===== config.mk =====
export PLATFORM = sky130hd
export DESIGN_NAME = tlv5618_rx
export DESIGN_NICKNAME = d
export VERILOG_FILES = /design/src/rtl/tlv5618_rx.sv
export SDC_FILE = /design/constraint.sdc
export NUM_CORES = 1
export LEC_CHECK = 0
export ABC_AREA = 1
export CELL_PAD_IN_SITES_DETAIL_PLACEMENT = 0
export CELL_PAD_IN_SITES_GLOBAL_PLACEMENT = 2
export CORE_MARGIN = 5
export CORE_UTILIZATION = 36
export CTS_CLUSTER_SIZE = 20
export DETAILED_ROUTE_END_ITERATION = 12
export PLACE_DENSITY_LB_ADDON = 0.1
export SLEW_MARGIN = 10
export SYNTH_ARGS = -nofsm -noshare
export SYNTH_HDL_FRONTEND = slang
export SYNTH_SLANG_ARGS = --single-unit

===== constraint.sdc =====
create_clock -name clk -period 5.9 [get_ports clk]
set_clock_uncertainty 0.05 [all_clocks]
set_input_delay 0.59 -clock clk [delete_from_list [all_inputs] [get_ports clk]]
set_output_delay 0.59 -clock clk [all_outputs]
set_load 0.05 [all_outputs]

===== src/rtl/tlv5618_rx.sv =====
// tlv5618_rx: oversampling receiver for the TLV5618 3-wire DAC link with device register model.
module tlv5618_rx #(
   parameter int SyncStages = 2
) (
   input  logic        clk,
   input  logic        rst_n,
   input  logic        dac_cs_n,
   input  logic        dac_din,
   input  logic        dac_sclk,
   output logic        word_valid,
   output logic [15:0] word,
   output logic        frame_err,
   output logic        rsvd_err,
   output logic [11:0] dac_a,
   output logic [11:0] dac_b,
   output logic [11:0] buffer,
   output logic        spd,
   output logic        pwr
);
   typedef enum logic {IDLE, ARMED} state_t;
   state_t state, state_nxt;
   logic [SyncStages-1:0] cs_sync, sclk_sync, din_sync;
   logic s_cs, s_sclk, s_din, s_cs_d, s_sclk_d;
   logic cs_fall, cs_rise, sclk_fall, capture, close, good, rsvd, upd;
   logic [15:0] shreg, sh_nxt;
   logic [4:0] bit_cnt, cnt_nxt;
   logic [1:0] r;
   assign s_cs   = cs_sync[SyncStages-1];
   assign s_sclk = sclk_sync[SyncStages-1];
   assign s_din  = din_sync[SyncStages-1];
   always_ff @(posedge clk or negedge rst_n)
      if (!rst_n) begin
         cs_sync   <= '1;
         sclk_sync <= '0;
         din_sync  <= '0;
         s_cs_d    <= 1'b1;
         s_sclk_d  <= 1'b0;
      end else begin
         cs_sync   <= {cs_sync[SyncStages-2:0], dac_cs_n};
         sclk_sync <= {sclk_sync[SyncStages-2:0], dac_sclk};
         din_sync  <= {din_sync[SyncStages-2:0], dac_din};
         s_cs_d    <= s_cs;
         s_sclk_d  <= s_sclk;
      end
   assign cs_fall   = s_cs_d & ~s_cs;
   assign cs_rise   = ~s_cs_d & s_cs;
   assign sclk_fall = s_sclk_d & ~s_sclk;
   // A falling SCLK coinciding with the closing CS edge still belongs to the frame.
   assign capture = sclk_fall && state == ARMED && (!s_cs || cs_rise);
   assign sh_nxt  = capture ? {shreg[14:0], s_din} : shreg;
   assign cnt_nxt = capture ? (bit_cnt == 5'd17 ? bit_cnt : bit_cnt + 5'd1) : bit_cnt;
   assign close   = cs_rise && state == ARMED;
   assign good    = close && cnt_nxt == 5'd16;
   assign r       = {sh_nxt[15], sh_nxt[12]};
   assign rsvd    = r == 2'b11;
   assign upd     = good & ~rsvd;
   always_ff @(posedge clk or negedge rst_n)
      if (!rst_n) state <= IDLE;
      else state <= state_nxt;
   always_comb begin
      state_nxt = state;
      if (cs_fall) state_nxt = ARMED;
      else if (close) state_nxt = IDLE;
   end
   always_ff @(posedge clk or negedge rst_n)
      if (!rst_n) begin
         shreg      <= '0;
         bit_cnt    <= '0;
         word_valid <= 1'b0;
         word       <= '0;
         frame_err  <= 1'b0;
         rsvd_err   <= 1'b0;
         dac_a      <= '0;
         dac_b      <= '0;
         buffer     <= '0;
         spd        <= 1'b0;
         pwr        <= 1'b0;
      end else begin
         shreg      <= sh_nxt;
         bit_cnt    <= cs_fall ? 5'd0 : cnt_nxt;
         word_valid <= good;
         frame_err  <= close && cnt_nxt != 5'd16;
         rsvd_err   <= good && rsvd;
         word       <= good ? sh_nxt : word;
         dac_a      <= (upd && r == 2'b10) ? sh_nxt[11:0] : dac_a;
         dac_b      <= (upd && r == 2'b00) ? sh_nxt[11:0] : (upd && r == 2'b10) ? buffer : dac_b;
         buffer     <= (upd && !r[1]) ? sh_nxt[11:0] : buffer;
         spd        <= upd ? sh_nxt[14] : spd;
         pwr        <= upd ? sh_nxt[13] : pwr;
      end
endmodule

## Word-level counts from Yosys, hierarchy flattened

Index checks and enable logic that the tools add are counted.

- Flip-flop bits (word level): 87
- Logic and storage cells: 54

- $add $sub $neg: 1
- Equal/unequal tests: 5
- Multiplexer cells: 8
- Bitwise gates (word level): 8
- Reduce and logical (&&, ||, !) cells: 15

Operator list:

| cell | number |
|---|---|
| $mux 12 | 2 |
| $mux 16 | 1 |
| $mux 5 | 3 |
| $eq 5x5->1 const B | 2 |
| $logic_and 1x1->1 | 9 |
| $add 5x1->5 const B | 1 |
| $ne 5x5->1 const B | 1 |
| $and 1x1->1 | 4 |
| $eq 2x2->1 const B | 2 |
| $not 1->1 | 4 |
| $reduce_bool 2->1 | 2 |
| $logic_not 1->1 | 2 |
| $logic_not 2->1 | 1 |
| $mux 1 | 2 |
| $logic_or 1x1->1 | 1 |

## Depth between registers and ports, before layout

Gate-level depths: netlist (run 1).

- Depth in word-level cells: 11
- Depth in mapped cells: 17
- Mapped depth without buffers: 16

## Worst setup path after synthesis (run 1)

OpenSTA, ideal clock, no wires.

- Path type: register to register
- Start: register s_cs_d
- End: register dac_a[10]
- Setup time: 130 ps
- Data arrival time: 1773 ps
- Path slack: 3947 ps
- Stages on the path, launching flop included: 16
- Buffers on the path: 2
- Path through: dfstp_2 nand2_1 inv_2 nor2_4 buf_6 nand2_1 nand2_1 nand2_1 nand2_1 nor2_4 nand3_4 nor2_4 nand2_4 buf_6 nand2_2 o21ai_2

- Cells in the longest elaborated chain, start to end: 9

Ends and longest elaborated chain:

| item | line | source |
|---|---|---|
| start, declared | 23 | `logic s_cs, s_sclk, s_din, s_cs_d, s_sclk_d;` |
| start signal, assigned | 42 | `s_cs_d <= s_cs;` |
| $not 1->1 (*) | 46 | `assign cs_rise = ~s_cs_d & s_cs;` |
| $and 1x1->1 (*) | 46 |  |
| $logic_or 1x1->1 | 49 | `assign capture = sclk_fall && state == ARMED && (!s_cs \|\| cs_rise);` |
| $logic_and 1x1->1 | 49 |  |
| $mux 5 or $mux 16 (tied branches) | 51, 50 |  |
| $eq 5x5->1 or $eq 2x2->1 (tied branches) | 53, 55 |  |
| $logic_and 1x1->1 or $not 1->1 (tied branches) | 53, 56 |  |
| $and 1x1->1 | 56 | `assign upd = good & ~rsvd;` |
| $logic_and 1x1->1 | 85 | `dac_a <= (upd && r == 2'b10) ? sh_nxt[11:0] : dac_a;` |
| end signal, assigned | 85 |  |
| end, declared | 14 | `output logic [11:0] dac_a,` |

Every way passes the cells marked *; elsewhere a longest branch is shown, timed or not.
A chain may end at the register's enable or synchronous reset.

## Final worst setup path (run 1)

- Start: register cs_sync[1]
- End: register dac_b[6]

- Cells in the longest elaborated chain, start to end: 9

Ends and longest elaborated chain:

| item | line | source |
|---|---|---|
| start, declared | 22 | `logic [SyncStages-1:0] cs_sync, sclk_sync, din_sync;` |
| start signal, assigned | 39 | `cs_sync <= {cs_sync[SyncStages-2:0], dac_cs_n};` |
| $and 1x1->1 or $logic_not 1->1 (tied branches) | 46, 49 |  |
| $logic_or 1x1->1 | 49 |  |
| $logic_and 1x1->1 | 49 |  |
| $mux 5 or $mux 16 (tied branches) | 51, 50 |  |
| $eq 5x5->1 or $eq 2x2->1 (tied branches) | 53, 55 |  |
| $logic_and 1x1->1 or $not 1->1 (tied branches) | 53, 56 |  |
| $and 1x1->1 | 56 |  |
| $logic_and 1x1->1 | 86 | `dac_b <= (upd && r == 2'b00) ? sh_nxt[11:0] : (upd && r == 2'b10) ? buffer : dac_b;` |
| $mux 12 or $reduce_bool 2->1 (tied branches) | -- |  |
| end signal, assigned | 86 |  |
| end, declared | 15 | `output logic [11:0] dac_b,` |

Several ways; a longest one is shown, not always the timed one.

==> results of run 1 <==
[worst paths after layout]
check / cells past startpoint / slack (ns) / end / start
worst max-delay path: 8 / 2.90 / dac_b[6] / cs_sync[1]
worst max register to register: 8 / 2.90 / dac_b[6] / cs_sync[1]
worst min-delay path: 1 / 0.14 / dac_a[6] / rst_n
max in group asynchronous: 2 / 4.62 / word[4] / rst_n
worst min register to register: 0 / 0.31 / sclk_sync[1] / sclk_sync[0]
min in group clk: 0 / 0.31 / sclk_sync[1] / sclk_sync[0]
[logic make-up after synthesis]
logic type,after synthesis
and+or+nand+nor,186
xor gates and xnor gates,1
adders and majority gates,2
AOI/OAI and AO/OA,56
buffers and inverters,63
DFF,87
[per-layer routing]
layer | track usage [%] | up-vias | part of all wire [%]
met5 | 0 | - | 0
met4 | 4.57 | 0 | 1.3
met3 | 2.86 | 9 | 3.9
met2 | 23.7 | 48 | 47
met1 | 19.7 | 1304 | 47
li1 | - | 1362 | -
[Yosys cell counts (2+ instances only)]
cell,count,area (sq um)
nand2_1,98,368
dfrtp_1,84,2100
inv_1,42,158
nor2_1,30,113
o21a_1,14,105
nand4_1,13,81.3
o21ai_2,13,114
o21ai_0,10,50.1
nand2_2,9,56.3
nand3_1,9,45.0
o21ai_1,9,45.0
a21oi_2,8,70.1
or2_2,8,50.1
buf_6,7,78.8
buf_2,5,25.0
dfstp_2,3,78.8
inv_2,3,11.3
nor2_4,3,33.8
or2_1,3,18.8
clkbuf_1,2,7.51
ha_1,2,25.0
nand2_4,2,22.5
nand3_2,2,20.0
nand3_4,2,35.0
nor2_2,2,12.5
[metrics by stage]
stage	area (sq um)	power (W)	cells	hold WS, ns
after floorplan	3870	0.00180	395	0.244
after global placement	4520	0.00221	577	0.284
after detailed placement	4520	0.00221	577	0.293
after CTS	4740	0.00268	593	0.152
after global routing	4740	0.00281	593	0.171
final	4740	0.00265	593	0.138
[critical path: stages (launching register included)]
cell     delay (ns)
dfstp_2        0.55
inv_1          0.06
nor3_2         0.79
inv_1          0.26
nor2_8         0.40
nand3_1        0.52
nand2_1        0.18
nand2_1        0.08
nand2_1        0.05
[placed cells by master (no fill, tap or decap), types with 3 or more instances in the layout]
cell,Yosys,final
nand4_1,13,13
o21ai_0,10,10
or2_1,3,3
or2_2,8,8
nand2_1,98,98
nor2_4,3,3
a21oi_2,8,8
clkdlybuf4s50_1,0,60
dfstp_2,3,3
dfrtp_1,84,84
nor2_1,30,30
inv_1,42,42
inv_2,3,3
o21ai_2,13,13
o21ai_1,9,9
o21a_1,14,14
clkbuf_8,0,10
nand3_1,9,9
clkbuf_1,2,3
nand2_2,9,9
[power by group]
part / internal [W] / total, W / switching, W
registers: 0.000797 / 0.000911 / 0.000114
logic: 0.000416 / 0.00127 / 0.000859
clock network: 0.000251 / 0.000461 / 0.000209
[final cells by class]
type | instances | share of cell area (%)
flip-flops and latches | 87 | 46.0
multi-input cells | 245 | 28.8
repair buffers | 62 | 13.0
well taps | 136 | 3.59
clock inverters | 3 | 1.43
clock buffers | 13 | 3.14
inverters | 47 | 4.04
[sequential cells by signal, indices dropped and copies added (netlist names)]
signal / flops
sclk_sync: 2
pwr: 1
word: 16
rsvd_err: 1
dac_a: 12
s_sclk_d: 1
buffer: 12
state: 1
shreg: 16
dac_b: 12
bit_cnt: 5
spd: 1
din_sync: 2
cs_sync: 2
s_cs_d: 1
frame_err: 1
word_valid: 1
==> metrics.cfg, run 1 <==
[power_and_ir_drop]
ir_drop_v = 0.000237
leakage_nw = 2.26
power_density_nw_per_um2 = 559

[sta]
drv_slew = 0
period_share_pct = 50.8
fmax_ghz = 0.334
hold_violations = 0
fin_tns_setup_ns = 0
tightest_slew_ns = 0.988
rsz0062_at_grt = false
setup_slack_ns = 2.90
finalSetupViolations = 0
maxSlewHeadroom_pct = 33.8
post-route-min-period_ns = 3.00

[synth]
avgSynthCellArea_sq_um = 9.81
yosys_register_bits = 87
synth.distinct_cells = 37
synth-simple-area-share_pct = 23.8
synth_ff_type = dfrtp_1
yosys_warnings = 0
synth_edf_count = 0
async_reset_ff_share_pct = 100
synth_xor_area_share_pct = 0.226
synth_nets = 402
ys_seq_area_share_pct = 56.3
synth_top_family_by_area = simple AND/OR/NAND/NOR gates
synth_adder_area_share_pct = 0.646
syn_inst = 395
syn_area_sq_um = 3870
synthMuxAreaShare_pct = 0
synth_compound_area_share_pct = 10.5

[floorplan]
io_pins = 62
fp-row-count = 37
core_sq_um = 10400
fp.dieW_um = 114
die-area_sq_um = 12900
start_util_pct = 37.2
fp.dieH_um = 114

[place]
dp_hpwl_mm = 6.20
port_buffers = 61
finalWeightedCongestion = 0.759
dpl_worst_slack_ns = 2.88

[grt]
grt_pass1_vias = 2890
overflow = 0
grt_pass1_wl_mm = 15.1
grt_antenna_before_repair = 0
grt_max_degree = 53
grt_use_total_pct = 14.6

[detailed_routing]
viasPerCell = 4.59
wire_per_inst_um = 14.6
routed_wl_mm = 8.68
first_pass_iters = 4
vias = 2723
drc_errors = 0
ant_nets = 0
drt_iter0_markers = 165

[clock_tree]
cts_sinks = 87
clk_pin_slew_ns = 0.09
cts_buffers = 9
cts_tree = built
postCtsSetupRepairBufs = 0
root_buffer = clkbuf_8
clock_path_buffers = 2
ctsHtreeMaxLevel = 3
clk_latency_ns = 0.35
holdBufCountCts = 0
cts_resized = 0

[cells_and_area]
area.growth.synth_to_final_pct = 22.3
utilization_pct = 45.5
multi_input_area_sq_um = 1360
drive_gt1_share_pct = 16.8
nets = 459
num_antenna_cells = 0
nFillCells = 1057
regArea_sq_um = 2180

[flow_run]
drv_cap = 0

[setup_path]
startpoint_type = register
path_max_fanout = 21
required_ns = 6.15
worst-setup-path-type = reg -> reg
worstPathArrival_ns = 3.24
critPathCaptureType = register

[hold_path]
hold_path.class = in -> async

[outcome]
status = complete, no violations

Power figures use the tool's default switching activity.
==> inputs of run 2 (changes only) <==
Settings changed: CORE_UTILIZATION 36 to 30.
Clock period 5.9 ns to 2.5 ns, I/O delays scaled along.
==> run 2 against run 1 <==
Via count grew 1.2%. Power grew 150%. Combinational power increased by 140%. Non-clock buffer count grew 12. Critical path depth increased by 7. Global-route usage decreased by 1.3 points. Final cell count is 8.3% higher. Worst setup slack lost 2.7 ns. Worst hold slack improved by 0.12 ns. Sequential power rose by 140%. Register-to-register slack worse by 2.7 ns. Highest routed layer unchanged.
==> metrics.cfg, run 2 (same netlist as run 1, synthesis figures left out) <==
[outcome]
status = complete, no violations

[grt]
met3_usage_pct = 2.59  ; -0.28 points
grt_pass1_vias = 2796  ; -3.3%
met1_usage_pct = 18.3  ; -1.5 points
grt_use_total_pct = 13.3  ; -1.3 points
overflow = 0  ; unchanged
met2_usage_pct = 20.3  ; -3.4 points
grt_antenna_before_repair = 0  ; unchanged
grt_pass1_wl_mm = 15.3  ; +1.5%
globalRoute.busiestLayer = met2
grt_max_degree = 38  ; -28%

[place]
dp_hpwl_mm = 6.57  ; +6.0%
dpl_worst_slack_ns = 0.197  ; -2.68 ns
port_buffers = 61  ; unchanged
finalWeightedCongestion = 0.741  ; -2.3%

[power_and_ir_drop]
p_sw_w = 0.00290  ; +150%
clockPowerShare_pct = 19.2  ; +1.8 points
power_density_nw_per_um2 = 1310  ; +140%
power_frac_seq_pct = 33.4  ; -1.0 points
combPwrFrac_pct = 47.4  ; -0.8 points
power_w = 0.00650  ; +150%
ir_drop_v = 0.000657  ; +180%
swShare_pct = 44.6  ; about the same
p_int_w = 0.00360  ; +150%
leakage_nw = 2.34  ; +3.4%

[clock_tree]
cts_buffers = 9  ; unchanged
clk_latency_ns = 0.34  ; about the same
clk_pin_slew_ns = 0.06  ; -0.03 ns
clock_path_buffers = 2  ; unchanged
ctsHtreeMaxLevel = 3  ; unchanged
cts_tree = built
cts_sinks = 87  ; unchanged
root_buffer = clkbuf_16

[cells_and_area]
layout_commonest_cell = nand2_1
nets = 472  ; +2.8%
num_antenna_cells = 0  ; unchanged
area.growth.synth_to_final_pct = 27.8
drive_gt1_share_pct = 19.8  ; +2.9 points
layout_common_cells = nand2_1, dfrtp_1, clkdlybuf4s50_1
largestRegisters = shreg (16), word (16)
nFillCells = 1320  ; +25%

[setup_path]
worst-setup-path-type = reg -> reg
crit_path_cell_trace = inv_1, ha_1, nand2_1, inv_1, nand2_1, nand2_1, nor2_1, nor2_2, nand2_1, nor2_4, nand3_4, nor2_4, nand2_4, nand2_1, o21ai_2
critical_path_depth = 15  ; +7
worstRegToRegCells = 15  ; +7
crit_top_cell = nand2_1
required_ns = 2.66  ; -3.49 ns
path_buf_inv = 2  ; unchanged
cpMaxStageDelayCell = dfrtp_1
startpoint_type = register
critical-path-max-stage-delay_ns = 0.42  ; -0.37 ns
path_max_fanout = 24  ; +14%
cp_top_family = simple AND/OR/NAND/NOR gates
worstPathArrival_ns = 2.41  ; -0.83 ns
critPathCaptureType = register

[sta]
fmax_ghz = 0.445  ; +33%
setup_slack_ns = 0.252  ; -2.65 ns
drv_slew = 0  ; unchanged
maxSlewHeadroom_pct = 58.5  ; +25 points
hold_violations = 0  ; unchanged
fin_tns_setup_ns = 0  ; unchanged
tightest_slew_ns = 0.616  ; -0.372 ns
rsz0062_at_grt = false
post-route-min-period_ns = 2.25  ; -0.748 ns
finalSetupViolations = 0  ; unchanged
period_share_pct = 89.9  ; +39 points

[detailed_routing]
wire_per_inst_um = 14.9  ; +1.5%
routed_wl_mm = 9.55  ; +9.9%
vias = 2756  ; +1.2%
viasPerCell = 4.29  ; -6.5%
ant_nets = 0  ; unchanged
drc_errors = 0  ; unchanged
first_pass_iters = 4  ; unchanged
drt_iter0_markers = 186  ; +13%

[floorplan]
io_pins = 62  ; unchanged
fp.dieH_um = 124  ; +8.7%
fp.dieW_um = 124  ; +8.7%
start_util_pct = 30.7  ; -6.5 points
fp-row-count = 41  ; +11%
die-area_sq_um = 15300  ; +18%
core_sq_um = 12600  ; +21%

[hold_path]
hold_path.class = in -> reg
hold_depth = 1

[flow_run]
drv_cap = 0  ; unchanged

## run 2: cell types whose count changed in the layout (fill, tap and decap cells not counted), sizes merged
| cell | before | now |
|---|---|---|
| clkinv | 1 | 4 |
| dlygate4sd3 | 0 | 1 |
| buf | 2 | 13 |
| nor2 | 36 | 37 |
| bufinv | 3 | 1 |
| clkbuf | 13 | 12 |
## run 2: final cells by class
class | count | area [sq um] | area share, %
inverter | 47 | 191 | 3.87
clock buffer | 12 | 246 | 4.98
timing repair buffer | 74 | 708 | 14.3
clock inverter | 4 | 22.5 | 0.455
tap | 172 | 215 | 4.35
sequential | 87 | 2180 | 44.1
multi-input combinational | 246 | 1390 | 28.0
## run 2: timing repair
item / 4_1_cts / 5_1_grt
resized for setup: 0 / 4
hold endpoints to repair: 35 / 0
setup endpoints to repair: 0 / 18
hold buffers: 1 / 0
buffers inserted: 0 / 1
## run 2: power groups by stage
| stage | sequential [W] | combinational, W | clock (W) |
|---|---|---|---|
| after CTS | 0.00219 | 0.00311 | 0.00129 |
| after detailed placement | 0.00220 | 0.00310 | 0 |
| after floorplan | 0.00340 | 0.000842 | 0 |
| final | 0.00217 | 0.00308 | 0.00125 |
| after global placement | 0.00221 | 0.00310 | 0 |
| after global routing | 0.00224 | 0.00329 | 0.00134 |
## run 2: final timing paths
| check | start | end | slack (ns) |
|---|---|---|---|
| max | bit_cnt[1] | dac_a[1] | 0.25 |
| min | dac_cs_n | cs_sync[0] | 0.26 |
| max reg2reg | bit_cnt[1] | dac_a[1] | 0.25 |
| min reg2reg | cs_sync[0] | cs_sync[1] | 0.30 |
| max in group asynchronous | rst_n | cs_sync[0] | 1.24 |
| min in group asynchronous | rst_n | dac_a[7] | 0.37 |
## run 2: per-stage QoR
step	area [sq um]	hold slack, ns	util (%)	std cells
after detailed placement	4640	0.211	36.8	623
after global routing	4950	0.262	39.2	642
after CTS	4920	0.250	39.0	640
after floorplan	3870	-0.0956	-	395
after global placement	4640	0.214	36.8	623
final	4950	0.260	39.2	642
## run 2: metal layers
layer	wire [um]	part of all wire (%)	vias to the layer above
met5	0	0	-
met4	195	2.0	0
met3	281	2.9	18
met2	4400	46	35
met1	4670	49	1313
li1	-	-	1390
## run 2: worst register-to-register path: stages, from the launching register on
cell and delay (ns):
dfrtp_1 0.42, inv_1 0.09, ha_1 0.13, nand2_1 0.05
inv_1 0.06, nand2_1 0.10, nand2_1 0.11, nor2_1 0.05
nor2_2 0.10, nand2_1 0.10, nor2_4 0.16, nand3_4 0.13
nor2_4 0.14, nand2_4 0.21, nand2_1 0.16, o21ai_2 0.06
